==> config.mk <==
export PLATFORM = sky130hd
export DESIGN_NAME = inert_spi_seq
export DESIGN_NICKNAME = d
export VERILOG_FILES = /design/src/rtl/inert_pkg.sv /design/src/rtl/inert_spi_seq_int_synch.sv /design/src/rtl/inert_spi_seq.sv
export SDC_FILE = /design/constraint.sdc
export NUM_CORES = 1
export LEC_CHECK = 0
export BUFFER_PORTS_ARGS = -buffer_cell sky130_fd_sc_hd__buf_2
export CAP_MARGIN = 20
export CORE_ASPECT_RATIO = 1.1
export CORE_MARGIN = 3
export CORE_UTILIZATION = 55
export CTS_BUF_LIST = sky130_fd_sc_hd__clkbuf_16
export DETAILED_ROUTE_END_ITERATION = 16
export PLACE_DENSITY = 0.74
export SKIP_CTS_REPAIR_TIMING = 1
export SLEW_MARGIN = 20
export SYNTH_ARGS = -nofsm -noshare
export SYNTH_HDL_FRONTEND = slang
export SYNTH_SLANG_ARGS = --single-unit
export TNS_END_PERCENT = 10
==> constraint.sdc <==
create_clock -name clk -period 6.8 [get_ports clk]
set_input_delay 0.34 -clock clk [delete_from_list [all_inputs] [get_ports clk]]
set_output_delay 0.34 -clock clk [all_outputs]
set_load 0.05 [all_outputs]
==> src/rtl/inert_pkg.sv <==
// Shared types and constants for the inertial SPI sequencer: FSM state encoding,
// configuration write table and rate-register read addresses.
package inert_pkg;

    localparam logic [15:0] INIT_WAIT_DEFAULT = 16'hFFFF;

    localparam logic [15:0] CFG_INT_DRDY = 16'h0D02;
    localparam logic [15:0] CFG_ACCEL    = 16'h1053;
    localparam logic [15:0] CFG_GYRO     = 16'h1150;
    localparam logic [15:0] CFG_ROUND    = 16'h1460;

    localparam logic [7:0] RD_PTCH_L = 8'hA2;
    localparam logic [7:0] RD_PTCH_H = 8'hA3;
    localparam logic [7:0] RD_ROLL_L = 8'hA4;
    localparam logic [7:0] RD_ROLL_H = 8'hA5;
    localparam logic [7:0] RD_YAW_L  = 8'hA6;
    localparam logic [7:0] RD_YAW_H  = 8'hA7;

    typedef enum logic [2:0] {
        PWR_WAIT,
        CFG_ISSUE,
        CFG_WAIT,
        IDLE,
        RD_ISSUE,
        RD_WAIT,
        PUBLISH
    } seq_state_t;

    function automatic logic [15:0] cfg_word(input logic [1:0] idx);
        logic [15:0] w;
        case (idx)
            2'd0:    w = CFG_INT_DRDY;
            2'd1:    w = CFG_ACCEL;
            2'd2:    w = CFG_GYRO;
            default: w = CFG_ROUND;
        endcase
        return w;
    endfunction

    function automatic logic [7:0] rd_addr(input logic [2:0] idx);
        logic [7:0] a;
        case (idx)
            3'd0:    a = RD_PTCH_L;
            3'd1:    a = RD_PTCH_H;
            3'd2:    a = RD_ROLL_L;
            3'd3:    a = RD_ROLL_H;
            3'd4:    a = RD_YAW_L;
            3'd5:    a = RD_YAW_H;
            default: a = RD_PTCH_L;
        endcase
        return a;
    endfunction

endpackage

==> src/rtl/inert_spi_seq_int_synch.sv <==
// Two-flop synchronizer bringing the sensor data-ready interrupt into the clk domain.
module int_synch (
    input  logic clk,
    input  logic rst,
    input  logic d_i,
    output logic q_o
);

    logic meta_q;
    logic sync_q;

    always_ff @(posedge clk or posedge rst) begin
        if (rst) begin
            meta_q <= 1'b0;
            sync_q <= 1'b0;
        end else begin
            meta_q <= d_i;
            sync_q <= meta_q;
        end
    end

    assign q_o = sync_q;

endmodule

==> src/rtl/inert_spi_seq.sv <==
// Inertial sensor SPI sequencer: power-up wait, configuration writes, then a
// six-byte rate read burst per data-ready interrupt with a one-cycle valid strobe.
module inert_spi_seq
    import inert_pkg::*;
#(
    parameter logic [15:0] INIT_WAIT = INIT_WAIT_DEFAULT
) (
    input  logic        clk,
    input  logic        rst,
    input  logic        INT,
    input  logic        done,
    input  logic [15:0] rd_data,
    output logic        wrt,
    output logic [15:0] cmd,
    output logic        init_done,
    output logic        vld,
    output logic [15:0] ptch_rt,
    output logic [15:0] roll_rt,
    output logic [15:0] yaw_rt
);

    seq_state_t  state_q;
    logic [15:0] timer_q;
    logic [2:0]  idx_q;
    logic [7:0]  hold_q [6];
    logic        wrt_q;
    logic [15:0] cmd_q;
    logic        init_done_q;
    logic        vld_q;
    logic [15:0] ptch_q;
    logic [15:0] roll_q;
    logic [15:0] yaw_q;
    logic        int_s;
    logic        unused_rd_hi;

    assign unused_rd_hi = ^rd_data[15:8];

    int_synch u_int_synch (
        .clk (clk),
        .rst (rst),
        .d_i (INT),
        .q_o (int_s)
    );

    always_ff @(posedge clk or posedge rst) begin
        if (rst) begin
            state_q     <= PWR_WAIT;
            timer_q     <= '0;
            idx_q       <= '0;
            for (int unsigned i = 0; i < 6; i++) hold_q[i] <= '0;
            wrt_q       <= 1'b0;
            cmd_q       <= '0;
            init_done_q <= 1'b0;
            vld_q       <= 1'b0;
            ptch_q      <= '0;
            roll_q      <= '0;
            yaw_q       <= '0;
        end else begin
            wrt_q <= 1'b0;
            vld_q <= 1'b0;
            case (state_q)
                PWR_WAIT: begin
                    if (timer_q == INIT_WAIT - 16'd1) begin
                        idx_q   <= '0;
                        state_q <= CFG_ISSUE;
                    end else begin
                        timer_q <= timer_q + 16'd1;
                    end
                end
                CFG_ISSUE: begin
                    wrt_q   <= 1'b1;
                    cmd_q   <= cfg_word(idx_q[1:0]);
                    state_q <= CFG_WAIT;
                end
                CFG_WAIT: begin
                    if (done) begin
                        if (idx_q == 3'd3) begin
                            init_done_q <= 1'b1;
                            state_q     <= IDLE;
                        end else begin
                            idx_q   <= idx_q + 3'd1;
                            state_q <= CFG_ISSUE;
                        end
                    end
                end
                IDLE: begin
                    if (int_s) begin
                        idx_q   <= '0;
                        state_q <= RD_ISSUE;
                    end
                end
                RD_ISSUE: begin
                    wrt_q   <= 1'b1;
                    cmd_q   <= {rd_addr(idx_q), 8'h00};
                    state_q <= RD_WAIT;
                end
                RD_WAIT: begin
                    if (done) begin
                        hold_q[idx_q] <= rd_data[7:0];
                        if (idx_q == 3'd5) begin
                            // Rates and vld are registered on entry so they are
                            // visible during the PUBLISH cycle, one cycle after the last done.
                            ptch_q  <= {hold_q[1], hold_q[0]};
                            roll_q  <= {hold_q[3], hold_q[2]};
                            yaw_q   <= {rd_data[7:0], hold_q[4]};
                            vld_q   <= 1'b1;
                            state_q <= PUBLISH;
                        end else begin
                            idx_q   <= idx_q + 3'd1;
                            state_q <= RD_ISSUE;
                        end
                    end
                end
                PUBLISH: state_q <= IDLE;
                default: state_q <= PWR_WAIT;
            endcase
        end
    end

    assign wrt       = wrt_q;
    assign cmd       = cmd_q;
    assign init_done = init_done_q;
    assign vld       = vld_q;
    assign ptch_rt   = ptch_q;
    assign roll_rt   = roll_q;
    assign yaw_rt    = yaw_q;

endmodule

Yosys cells after proc, flatten, opt, wreduce, memory -nomap -nowiden
Index checks and enable logic that the tools add are counted.

RAM bits: 0. Logic and storage cells: 80. Output and inout port bits: 67. Memories: 0. Bits in read-only memories: 0. Latch bits: 0. Register bits: 139.

Muxes and demuxes: 24. Multipliers: 0. Divide/modulo/power cells: 0. Reduce and logical (&&, ||, !) cells: 12. Eq/ne operators: 20. Bitwise logic cells: 2. Order comparisons: 2. Shift-type cells: 0. Add/sub/neg operators: 2.

Operators with widths (count): bitwise mux 48 bit (1); case mux 13 bit (3 select lines) (1); case mux 16 bit (2 select lines) (1); two-way mux 3 bit (10); demux 8 bit (select 3 bit) (1); case mux 3 bit (7 select lines) (1); adder 16 x 1 -> 16 bit (second input constant) (1); == test 16 bit (second input constant) (1); == test 3 bit (second input constant) (5); case mux 3 bit (5 select lines) (1); == test 3 x 2 -> 1 bit (second input constant) (4); case mux 3 bit (4 select lines) (1); != test 2 bit (second input constant) (5); two-way mux 8 bit (1); AND reduction 7 bit (1); == test 3 x 1 -> 1 bit (second input constant) (2); AND reduction 3 bit (2); >= comparator 4 bit (second input constant) (1); < comparator 4 x 1 -> 1 bit (second input constant) (1); two-way mux 1 bit (4); two-way mux 2 bit (2); inverter 3 -> 4 bit (1); AND reduction 2 bit (2); AND reduction 4 bit (1); other kinds (11) (11).

Longest topological paths before layout
Depth in word-level cells: 6. Depth in mapped cells: 7. Depth with buffers taken out: 7.

Cells and area by module
Synthesis repeated with hierarchy kept, for this count alone.

Cell total of the unflattened synthesis: 394. Area total of the unflattened synthesis: 5286.3 um^2.

Modules (own cells, without submodules): inert_spi_seq (area each 5232.5 um^2, times used 1, cells an instance 391, sequential area each 3078.0 um^2); int_synch (area each 53.8 um^2, times used 1, cells an instance 3, sequential area each 50.0 um^2).

Worst setup path before layout
No wires, ideal clock.

Kind: register -> register. Start point: register timer_q[0]. End point: register idx_q[0]. Buffers on the path: 0. Data required time: 6675 ps. Data arrival time: 1794 ps. Setup slack: 4881 ps. Library setup time: 125 ps. Stages on the path, launching flop included: 8. Cells stage by stage: dfrtp_1 inv_1 ha_1 nand2_1 nor4b_4 a21oi_4 and4b_4 mux2_4.

Longest elaborated chain between the ends: 3.

RTL lines: from (decl) (line inert_spi_seq.sv:23) `logic [15:0] timer_q;`; from (signal assigned) (line inert_spi_seq.sv:67) `timer_q <= timer_q + 16'd1;`; == test 16 bit (line inert_spi_seq.sv:63) `if (timer_q == INIT_WAIT - 16'd1) begin`; != test 2 bit (no line); AND reduction 7 bit (no line); to (signal assigned) (line inert_spi_seq.sv:81) `idx_q <= idx_q + 3'd1;`; to (signal assigned) (line inert_spi_seq.sv:109) `idx_q <= idx_q + 3'd1;`; to (decl) (line inert_spi_seq.sv:24) `logic [2:0] idx_q;`.

No other way between the ends. A chain may end at the register's enable or synchronous reset.

Worst setup path in the final report
Start point: register state_q[2]. End point: register ptch_q[0] (netlist: ptch_rt[0]).

Longest elaborated chain between the ends: 2.

RTL lines: from (decl) (line inert_spi_seq.sv:22) `seq_state_t state_q;`; from (signal assigned) (line inert_spi_seq.sv:47) `state_q <= PWR_WAIT;`; from (signal assigned) (line inert_spi_seq.sv:65) `state_q <= CFG_ISSUE;`; from (signal assigned) (line inert_spi_seq.sv:73) `state_q <= CFG_WAIT;`; == test 3 bit (line inert_spi_seq.sv:61) `case (state_q)`; AND reduction 3 bit (no line); to (signal assigned) (line inert_spi_seq.sv:103) `ptch_q <= {hold_q[1], hold_q[0]};`; to (decl) (line inert_spi_seq.sv:30) `logic [15:0] ptch_q;`.

No other way between the ends.

==> results.md <==
- The deepest clock path buffer count is 2.
- The average instance area after synthesis is roughly 14 µm².
- The proportion of layout cells with a drive suffix above 1 is 41.67%.
- The nature of the critical path startpoint is a register.
- The area growth from synthesis to final layout is 16.69%.
- For this run, the share of the core covered by cells in the final layout is 66.22%.
- Setup repair after global routing left no endpoint under its margin.
- The antenna diode instance count is 0.
- The number of warnings issued by yosys is 0.
- The start-to-end type of the worst setup path is register to register.
- For this design the ratio of total power to cell area is 370.2 nW/µm².
- The routed design has about 10 mm of wire.
- In the global route stage, met3 resource usage came out at about 6.5%.
- The clock tree root driver cell is clkbuf_16.
- The maximum number of pins on one net before global-route repair is 70.
- TritonCTS built the clock tree.
- The worst reg-to-reg setup slack is 4.09 ns.
- For this run, the leading register cell type out of synthesis is dfrtp_1.
- In this run the cell area of the synthesized design comes to 5359 µm².
- The tightest min-delay check is of the input pin to async pin type.
- Across the VDD grid, the largest voltage drop is 277.1 µV.
- The via count of the first global-routing pass was approximately 3.3k.
- The remaining routing DRC violations is 0.
- For this run, the post-layout net count is 500.
- For the worst flop-to-flop path, the logic depth is 5.
- The core area is 9444 µm².
- The initial utilization of the core area, before any placement, comes to 56.74%.
- The leakage power total is 3.282 nW.
- The routed layout has 3,165 vias.
- The worst register-to-register path begins at state_q[2]$_DFFE_PP0P_.
- The initial antenna violation count was 0.
- The estimated wirelength of the detail-placed design is approximately 6.6 mm.
- From left edge to right edge, the die measures roughly 100 µm.
- The met2 usage in global routing is about 33%.
- The number of enable flip-flop cells after synthesis is 0.
- For this design, the sink count on the clock tree is 125.
- STA puts the critical path data required time at slightly above 7 ns.
- The launch point of the worst path is state_q[2]$_DFFE_PP0P_.
- Counting both buffers and inverters, the worst setup path holds a total of 1.
- The met1 usage in global routing is roughly 25%.
- The clock skew is 0.004032 ns.
- The critical path's top delay family is flip-flops.
- The kind of end point of the critical path is a register.
- The residual antenna-violating net count after detailed routing is 0.
- Max-cap violations in this run came to 0.
- TritonCTS created 17 clock buffers.
- After filler insertion, the fill cell instance count of the layout stands at 726.
- The number of failing hold endpoints at the final stage is 0.
- Clock-pin slew was measured on the worst setup and hold paths at 0.05 ns.
- The number of top-level design ports is 87.
- Headroom to the max-slew limit came out at around 45%.
- The critical path goes through nor2b_2, and3_4, and3_2, buf_4, mux2_2.
- The DRC violation total after the first TritonRoute iteration is 115.
- After technology mapping, the gate count stands at 393.
- The overall die area is 10,970 µm².
- In this run the most used layer during global routing was met2.
- At the pin with the least slew margin, the transition time is 0.8320 ns.
- Input and output buffers added on the ports amount to 74.
- The global router's overall resource usage is 19.93%.
- The congestion estimate from routability-driven global placement came to 0.8425.
- Data on the critical path arrives at its endpoint at 2.99 ns.
- In this run the number of H-tree levels came out at 4.
- The total setup violations reported at the end of the flow is 0.
- The top fanout value on the critical path is slightly below 50.
- The leftover overflow at the end of global routing is 0.
- The reg-to-reg critical path endpoint is ptch_rt[0]$_DFFE_PP0P_.
- The via count normalized by instance count is 5.302.
- The average routed wire per standard cell is about 17 µm.
- The flow ran to the end, and the final reports show no timing, DRC or antenna violations.
- The proportion of synthesized flip-flops having asynchronous set or reset is 100.0%.
- Dividing the final minimum period by the clock period gives 39.84%.
- The largest single stage delay on the critical path is 0.81 ns.
- The vertical die dimension is 109.5 µm.
- Derived from the worst setup path, the maximum achievable clock frequency is 369.1 MHz.
- The clock latency of the later-clocked register in the worst-skew pair is ~0.40 ns.
- The number of placement rows is 37.
- The final number of max-transition violations is 0.
- The wire length of the first global-routing pass is 16.49 mm.
- The setup TNS is 0 ns.
- Before antenna repair, the detailed router went through 4 iterations.
- For this design, the slowest cell found on the critical path is dfrtp_1.
- The synthesized design contains 125 register bits.
- The clock period minus worst slack is 2.709 ns.
- The count of different cell masters after synthesis is 42.
- Sequential elements use 58.37% of the synthesized area.
==> routing by layer <==
metal  wire (µm)  part of all wire [%]  vias to the layer above
met2        4967                    50                       65
met4          85                  0.85                        0
li1            -                     -                     1512
met5           0                     0                        -
met3         457                   4.6                        9
met1        4524                    45                     1579
==> report_power, final <==
part	switching (mW)	internal (mW)
Combinational	0.344	0.208
Clock	0.297	0.486
Sequential	0.116	0.865
Total	0.756	1.56
==> registers in the layout (all words and copies together), names as in the netlist <==
signal / cells
hold_q: 40
ptch_rt: 16
roll_rt: 16
timer_q: 16
yaw_rt: 16
cmd: 10
idx_q: 3
state_q: 3
init_done: 1
u_int_synch.meta_q: 1
u_int_synch.q_o: 1
vld: 1
wrt: 1
==> how the worst max path moves through the flow <==
| stage | to | depth (start not counted) |
|---|---|---|
| final | ptch_rt[0]$_DFFE_PP0P_ | 5 |
| after global routing | ptch_rt[0]$_DFFE_PP0P_ | 5 |
| after CTS | ptch_rt[0]$_DFFE_PP0P_ | 5 |
| after detailed placement | ptch_rt[5]$_DFFE_PP0P_ | 5 |
| after global placement | yaw_rt[9]$_DFFE_PP0P_ | 5 |
| after floorplan | cmd[0]$_DFFE_PP0P_ | 1 |
==> stage by stage <==
| stage | setup slack [ns] | power (mW) | hold WS (ns) | area [µm²] | instances |
|---|---|---|---|---|---|
| final | 4.091 | 2.315 | 0.04236 | 6254 | 597 |
| after global routing | 3.924 | 2.440 | 0.02234 | 6254 | 597 |
| after CTS | 4.086 | 2.335 | 0.02481 | 6254 | 597 |
| after detailed placement | 4.121 | 1.542 | 0.3420 | 5737 | 565 |
| after global placement | 4.139 | 1.522 | 0.3415 | 5737 | 565 |
| after floorplan | 3.132 | 1.431 | 0.3312 | 5370 | 396 |
==> layout make-up <==
class,count,area [µm²],share of cell area [%]
Tap cell,117,146.4,2.341
Clock inverter,15,91.34,1.461
Inverter,8,32.53,0.5202
Timing Repair Buffer,76,385.4,6.162
Clock buffer,17,425.4,6.803
Sequential cell,125,3128,50.02
Multi-Input combinational cell,239,2044,32.69
==> cells in the final DEF, fill, tap and decap left out, drive strengths merged, types with 2 or more instances in the layout <==
| master | n |
|---|---|
| nand4 | 3 |
| nor3 | 9 |
| xor2 | 6 |
| and4 | 2 |
| inv | 12 |
| and3 | 8 |
| nor2 | 14 |
| nand3 | 7 |
| clkinv | 9 |
| o22a | 2 |
| xnor2 | 9 |
| a21oi | 12 |
| mux2 | 91 |
| nand2 | 20 |
| conb | 4 |
| buf | 76 |
| nor2b | 2 |
| dfrtp | 125 |
| o21ai | 17 |
| a22oi | 4 |
| clkbuf | 17 |
| nand2b | 3 |
| nand3b | 2 |
| ha | 13 |
==> cell families after synthesis <==
| family | share of synthesized area, % |
|---|---|
| adders and majority gates | 3.035 |
| buffers and inverters | 3.712 |
| DFF | 58.37 |
| other | 0.06998 |
| AOI/OAI and AO/OA | 4.530 |
| and+or+nand+nor | 7.751 |
| muxes | 20.08 |
| xor gates and xnor gates | 2.452 |
==> cell usage after synthesis, types with 2 or more instances <==
library cell  count  share of area [%]
and4_1            2               0.33
buf_2             5               0.47
o22a_1            2               0.33
buf_6             3               0.63
mux2_2           80                 17
mux2_4           11                3.1
inv_1             8               0.56
nor2_1           14               0.98
nand4_1           3               0.35
xnor2_1           9                1.5
nand3_1           7               0.65
buf_4             9                1.3
nor3_1            9               0.84
nand3b_1          2               0.28
nand2_1          20                1.4
o21ai_0          16                1.5
clkbuf_1          6               0.42
xor2_1            6               0.98
dfrtp_1         125                 58
ha_1             13                3.0
and3_1            7               0.82
a22oi_1           4               0.56
a21oi_1          11                1.0
nand2b_1          3               0.35
Note: power is estimated with default switching activity, not from simulation.
